==> src/rtl/battleship_pkg.sv <==
// Shared types and constants for the Battleship scorer: FSM states, board limits,
// ship one-hot codes and the big-bomb probe offset table.
package battleship_pkg;

  typedef enum logic [1:0] {
    IDLE,
    VALIDATE,
    PROBE,
    FINISH
  } state_e;

  localparam logic [3:0] BOARD_MIN = 4'd1;
  localparam logic [3:0] BOARD_MAX = 4'd10;

  localparam logic [4:0] SHIP_PATROL     = 5'b00001;
  localparam logic [4:0] SHIP_DESTROYER  = 5'b00010;
  localparam logic [4:0] SHIP_SUBMARINE  = 5'b00100;
  localparam logic [4:0] SHIP_BATTLESHIP = 5'b01000;
  localparam logic [4:0] SHIP_CARRIER    = 5'b10000;

  localparam int unsigned BIG_STEPS = 5;

  // 5-bit two's-complement offsets: centre, up, down, left, right
  localparam logic [4:0] STEP_DX [BIG_STEPS] = '{5'd0, 5'd0, 5'd0, 5'h1f, 5'd1};
  localparam logic [4:0] STEP_DY [BIG_STEPS] = '{5'd0, 5'h1f, 5'd1, 5'd0, 5'd0};

  function automatic logic on_board(input logic [4:0] c);
    return (c >= {1'b0, BOARD_MIN}) && (c <= {1'b0, BOARD_MAX});
  endfunction

  function automatic logic [4:0] top_onehot(input logic [4:0] v);
    logic [4:0] r;
    r = '0;
    for (int unsigned i = 0; i < 5; i++) begin
      if (v[i]) r = 5'b00001 << i;
    end
    return r;
  endfunction

endpackage

==> src/rtl/shot_sequencer_key_edge_detect.sv <==
// Two-flop synchroniser for the raw active-low key plus a falling-edge detector
// that yields a single-cycle press pulse per key press.
module key_edge_detect (
  input  logic clk_i,
  input  logic rst_ni,
  input  logic key_ni,
  output logic press_o
);

  logic meta_q, sync_q, prev_q;

  always_ff @(posedge clk_i or negedge rst_ni) begin
    if (!rst_ni) begin
      meta_q <= 1'b1;
      sync_q <= 1'b1;
      prev_q <= 1'b1;
    end else begin
      meta_q <= key_ni;
      sync_q <= meta_q;
      prev_q <= sync_q;
    end
  end

  assign press_o = prev_q & ~sync_q;

endmodule

==> src/rtl/shot_sequencer.sv <==
// Battleship shot sequencer: validates a key press, probes one or five squares
// through the external checker and registers the combined shot result.
// Optional build macro: SHOT_SEQ_REPEAT_CHECK_EN (reject repeated centre squares).
module shot_sequencer
  import battleship_pkg::*;
#(
  parameter int unsigned BIG_BOMBS = 2,
  parameter int unsigned HIT_SAT   = 9
) (
  input  logic       clock,
  input  logic       reset_L,
  input  logic       key_L,
  input  logic [3:0] x_in,
  input  logic [3:0] y_in,
  input  logic       big_in,
  output logic [3:0] probe_x,
  output logic [3:0] probe_y,
  output logic       probe_valid,
  input  logic       chk_hit,
  input  logic       chk_near,
  input  logic [4:0] chk_ship,
  output logic       hit,
  output logic       near_miss,
  output logic       miss,
  output logic [4:0] biggest_ship_hit,
  output logic [3:0] num_hits,
  output logic [1:0] big_left,
  output logic       something_wrong,
  output logic       busy,
  output logic       done
);

  state_e     state_q, state_d;
  logic [2:0] step_q, step_d;
  logic [3:0] cx_q, cx_d, cy_q, cy_d;
  logic       big_q, big_d;
  logic       acc_hit_q, acc_hit_d, acc_near_q, acc_near_d;
  logic [4:0] acc_ship_q, acc_ship_d;
  logic       hit_q, hit_d, near_q, near_d, miss_q, miss_d;
  logic [4:0] ship_q, ship_d;
  logic [3:0] num_hits_q, num_hits_d;
  logic [1:0] big_left_q, big_left_d;
  logic       wrong_q, wrong_d, done_q, done_d;

  logic       shot_start, press_wrong, in_probe;
  logic [4:0] px5, py5;
  logic [2:0] last_step;

  key_edge_detect u_key_edge (
    .clk_i  (clock),
    .rst_ni (reset_L),
    .key_ni (key_L),
    .press_o(shot_start)
  );

  assign in_probe    = (state_q == PROBE);
  assign px5         = {1'b0, cx_q} + STEP_DX[step_q];
  assign py5         = {1'b0, cy_q} + STEP_DY[step_q];
  assign probe_valid = in_probe && on_board(px5) && on_board(py5);
  assign probe_x     = in_probe ? px5[3:0] : '0;
  assign probe_y     = in_probe ? py5[3:0] : '0;
  assign last_step   = big_q ? 3'(BIG_STEPS - 1) : 3'd0;

`ifdef SHOT_SEQ_REPEAT_CHECK_EN
  logic [99:0] fired_q, fired_d;
  logic [6:0]  cell_idx;

  assign cell_idx = 7'(cy_q - 4'd1) * 7'd10 + 7'(cx_q - 4'd1);

  always_ff @(posedge clock or negedge reset_L) begin
    if (!reset_L) fired_q <= '0;
    else          fired_q <= fired_d;
  end
`endif

  always_comb begin
    press_wrong = !on_board({1'b0, cx_q}) || !on_board({1'b0, cy_q}) ||
                  (big_q && (big_left_q == '0));
`ifdef SHOT_SEQ_REPEAT_CHECK_EN
    // index only meaningful once the centre is known to be on the board
    if (!press_wrong && fired_q[cell_idx]) press_wrong = 1'b1;
`endif
  end

  always_comb begin
    state_d    = state_q;
    step_d     = step_q;
    cx_d       = cx_q;
    cy_d       = cy_q;
    big_d      = big_q;
    acc_hit_d  = acc_hit_q;
    acc_near_d = acc_near_q;
    acc_ship_d = acc_ship_q;
    hit_d      = hit_q;
    near_d     = near_q;
    miss_d     = miss_q;
    ship_d     = ship_q;
    num_hits_d = num_hits_q;
    big_left_d = big_left_q;
    wrong_d    = wrong_q;
    done_d     = 1'b0;
`ifdef SHOT_SEQ_REPEAT_CHECK_EN
    fired_d    = fired_q;
`endif

    unique case (state_q)
      IDLE: begin
        if (shot_start) begin
          cx_d    = x_in;
          cy_d    = y_in;
          big_d   = big_in;
          state_d = VALIDATE;
        end
      end
      VALIDATE: begin
        if (press_wrong) begin
          wrong_d = 1'b1;
          state_d = IDLE;
        end else begin
          wrong_d    = 1'b0;
          acc_hit_d  = 1'b0;
          acc_near_d = 1'b0;
          acc_ship_d = '0;
          step_d     = '0;
          state_d    = PROBE;
        end
      end
      PROBE: begin
        if (probe_valid) begin
          acc_hit_d  = acc_hit_q | chk_hit;
          acc_near_d = acc_near_q | chk_near;
          acc_ship_d = acc_ship_q | chk_ship;
        end
        if (step_q == last_step) state_d = FINISH;
        else                     step_d  = step_q + 3'd1;
      end
      FINISH: begin
        hit_d  = acc_hit_q;
        near_d = !acc_hit_q && acc_near_q;
        miss_d = !acc_hit_q && !acc_near_q;
        ship_d = top_onehot(acc_ship_q);
        if (acc_hit_q && (num_hits_q < 4'(HIT_SAT))) num_hits_d = num_hits_q + 4'd1;
        if (big_q) big_left_d = big_left_q - 2'd1;
`ifdef SHOT_SEQ_REPEAT_CHECK_EN
        fired_d[cell_idx] = 1'b1;
`endif
        done_d  = 1'b1;
        state_d = IDLE;
      end
      default: state_d = IDLE;
    endcase
  end

  always_ff @(posedge clock or negedge reset_L) begin
    if (!reset_L) begin
      state_q    <= IDLE;
      step_q     <= '0;
      cx_q       <= '0;
      cy_q       <= '0;
      big_q      <= 1'b0;
      acc_hit_q  <= 1'b0;
      acc_near_q <= 1'b0;
      acc_ship_q <= '0;
      hit_q      <= 1'b0;
      near_q     <= 1'b0;
      miss_q     <= 1'b0;
      ship_q     <= '0;
      num_hits_q <= '0;
      big_left_q <= 2'(BIG_BOMBS);
      wrong_q    <= 1'b0;
      done_q     <= 1'b0;
    end else begin
      state_q    <= state_d;
      step_q     <= step_d;
      cx_q       <= cx_d;
      cy_q       <= cy_d;
      big_q      <= big_d;
      acc_hit_q  <= acc_hit_d;
      acc_near_q <= acc_near_d;
      acc_ship_q <= acc_ship_d;
      hit_q      <= hit_d;
      near_q     <= near_d;
      miss_q     <= miss_d;
      ship_q     <= ship_d;
      num_hits_q <= num_hits_d;
      big_left_q <= big_left_d;
      wrong_q    <= wrong_d;
      done_q     <= done_d;
    end
  end

  assign hit              = hit_q;
  assign near_miss        = near_q;
  assign miss             = miss_q;
  assign biggest_ship_hit = ship_q;
  assign num_hits         = num_hits_q;
  assign big_left         = big_left_q;
  assign something_wrong  = wrong_q;
  assign busy             = (state_q != IDLE);
  assign done             = done_q;

endmodule

==> config.mk <==
export PLATFORM = sky130hd
export DESIGN_NAME = shot_sequencer
export DESIGN_NICKNAME = d
export VERILOG_FILES = /design/src/rtl/battleship_pkg.sv /design/src/rtl/shot_sequencer_key_edge_detect.sv /design/src/rtl/shot_sequencer.sv
export SDC_FILE = /design/constraint.sdc
export NUM_CORES = 1
export LEC_CHECK = 0
export BUFFER_PORTS_ARGS = -buffer_cell sky130_fd_sc_hd__buf_2
export CAP_MARGIN = 20
export CORE_ASPECT_RATIO = 0.5
export CORE_MARGIN = 3
export CORE_UTILIZATION = 50
export CTS_CLUSTER_DIAMETER = 150
export CTS_CLUSTER_SIZE = 40
export DETAILED_ROUTE_END_ITERATION = 8
export PLACE_DENSITY = 0.74
export SYNTH_ARGS = -nofsm -noshare
export SYNTH_HDL_FRONTEND = slang
export SYNTH_SLANG_ARGS = --single-unit
==> constraint.sdc <==
create_clock -name clock -period 7.9 [get_ports clock]
set_input_delay 1.58 -clock clock [delete_from_list [all_inputs] [get_ports clock]]
set_output_delay 1.58 -clock clock [all_outputs]
set_load 0.03 [all_outputs]
==> metrics.txt <==
Async SR Flop Fraction=1.00; Max Cap Viol=0; Final Worst Setup Slack=3130 ps; first-pass detailed-route iteration total=4; CP startpoint kind=register; Netlist Area Pre-Place=2040 µm²; power per cell area=437 nW/µm²; Worst Max-Slew Pin Slew=1020 ps; CTS tree=yes; DRC viols=0; GRT Residual Overflow=0; Slew headroom=0.317; Setup TNS=0 ps; commonest cells after routing, fill and taps aside=buf_2, dfrtp_1, nand2_1; synthesized area per cell=11.0 µm²; share of cells above drive strength 1=0.294; unrepaired setup endpoints after global routing=false; num ports=45; worst hold slack=358 ps; clk sinks=40; GRT Total Usage=0.172; initial antenna violation count=0; largest net degree at the start of global routing=41; Die Height=51.1 µm; vias in the first global route=1397; critical path required time=6320 ps; Flop pwr share=0.338; # hold bufs at CTS=0; Min Clock Period, post-route=4770 ps; Final Util=0.663; number of synthesized flops with an enable pin=0; area delta synth->final=19.1%; Final setup viols=0; switching share of power=0.425; maximum clock rate=210 MHz; core area=3660 µm²; Num CTS Buffers=5; worst-path maximum fanout=8; Yosys top cell area share=0.442; Max Clock Skew=8.40 ps; NumNets Final=268; Slew Limit Fails=0; clock network fraction of total power=0.166; antenna cells=0; Non-Filler Cell Area, Final=2430 µm²; Initial DRC Count=56; setup bufs post-CTS=0; Clock Latency Late Sink=290 ps; antenna-violating nets left=0; crit share post-route=0.604; Yosys cell types=44; CTS root buf=clkbuf_8; DR WL/cell=13.5 µm; top post-synthesis cells by area=dfrtp_1, ha_1, dfstp_2, mux2_2, nand2_1; Yosys top cell by area=dfrtp_1; Cell Int Power=0.609 mW; CTS max path bufs=2; gp weighted congestion=0.891; sequential fraction of the synthesis area=0.494; Hold Violations, Final=0; PortBufs=44; num rows=15; initial core utilization=0.557; Synth warnings=0; crit path kind=register to output pin; placed inst area=2300 µm²; leak pwr=1.24 nW; Placement Setup Slack=3450 ps; most common cell after layout, fill and taps aside=buf_2; status=finished clean; Reg clk slew, reported paths=70 ps; DP Wirelength=2870 µm; arrival time worst endpoint=3190 ps; combinational fraction of design power=0.496; via-per-instance ratio=5.16; Syn Inst Count=186; CP Capture Type=output pin; H-tree levels=2; dominant synthesized flop cell=dfrtp_1; Vias=1476; Die Wd=96.3 µm; number of gates resized after CTS=0; Syn Nets=220; worst hold path class=register to register; Synth Register Bits=40; Routed WL=3850 µm; peak supply drop=0.235 mV; Die Area=4920 µm²; Switch Pwr=0.451 mW; first-pass GRT wire length=6390 µm
## critical path, stage by stage, from the launching register on
cell and delay (ps):
dfrtp_1 440, inv_1 70, ha_1 290, inv_1 70
nor2_1 50, ha_1 210, fa_1 400, a21o_1 170
a21oi_1 170, xor2_1 160, o311ai_0 120, and4bb_1 480
buf_2 270
## layout make-up
| class | instances | area, µm² |
|---|---|---|
| Fill cell | 298 | 1230 |
| Sequential cell | 40 | 1010 |
| Multi-Input combinational cell | 129 | 958 |
| Timing Repair Buffer | 45 | 228 |
| Clock buffer | 6 | 82.6 |
| Tap cell | 51 | 63.8 |
| Inverter | 13 | 48.8 |
| Clock inverter | 2 | 38.8 |
## power by group through the flow
stage	logic (mW)	registers (mW)	clock network, mW
final	0.525	0.358	0.176
after global routing	0.581	0.370	0.191
after CTS	0.531	0.358	0.180
after detailed placement	0.527	0.362	0
after global placement	0.515	0.358	0
after floorplan	0.369	0.401	0
## cells by family (layout without fill, tap and decap cells)
kind of cell	Yosys count	count (layout)	share of synthesized area
AND/OR/NAND/NOR	58	58	0.149
flip-flops	40	40	0.494
AO/OA/AOI/OAI	34	34	0.116
buffers and inverters	17	66	0.0356
adder cells (fa/ha/maj)	15	15	0.0958
multiplexers	12	12	0.0670
XOR/XNOR	10	10	0.0430
## path summary, 6_finish.rpt
path	from	to	slack, ps	depth (start not counted)
worst max-delay path	step_q[0]	probe_valid	3130	12
worst min-delay path	u_key_edge.meta_q	u_key_edge.sync_q	360	0
worst max register to register	step_q[0]	acc_near_q	5000	12
worst min register to register	u_key_edge.meta_q	u_key_edge.sync_q	360	0
max in group asynchronous	reset_L	step_q[1]	5950	1
min in group asynchronous	reset_L	hit	1400	1
## synthesized netlist by cell type (3+ instances only)
library cell	n
a22o_1	8
dfstp_2	4
a21o_1	4
a21oi_1	4
dfrtp_1	36
o21ai_0	6
and2_1	5
nand2_1	22
nand3_1	5
xor2_1	4
ha_1	14
xnor2_1	6
mux2_2	8
nor2_1	8
inv_1	12
nand2b_1	4
o21ai_1	3
## registers in the layout (all words and copies together), names as in the netlist, 2 cells and up, named ones only
register	count
big_left	2
cx_q	4
step_q	3
num_hits	4
cy_q	4
biggest_ship_hit	5
acc_ship_q	5
## stage by stage
step	total power [mW]	std cells
2_1_floorplan	0.769	186
3_3_place_gp	0.873	278
3_5_place_dp	0.889	278
4_1_cts	1.07	286
5_1_grt	1.14	286
6_report	1.06	286
## per-layer routing
layer,vias to the layer above,GRT usage,wire [µm]
li1,735,-,-
met1,696,0.235,1920
met2,41,0.266,1700
met3,4,0.0515,202
met4,0,0.0495,27
met5,-,0,0
Power figures use the tool's default switching activity.
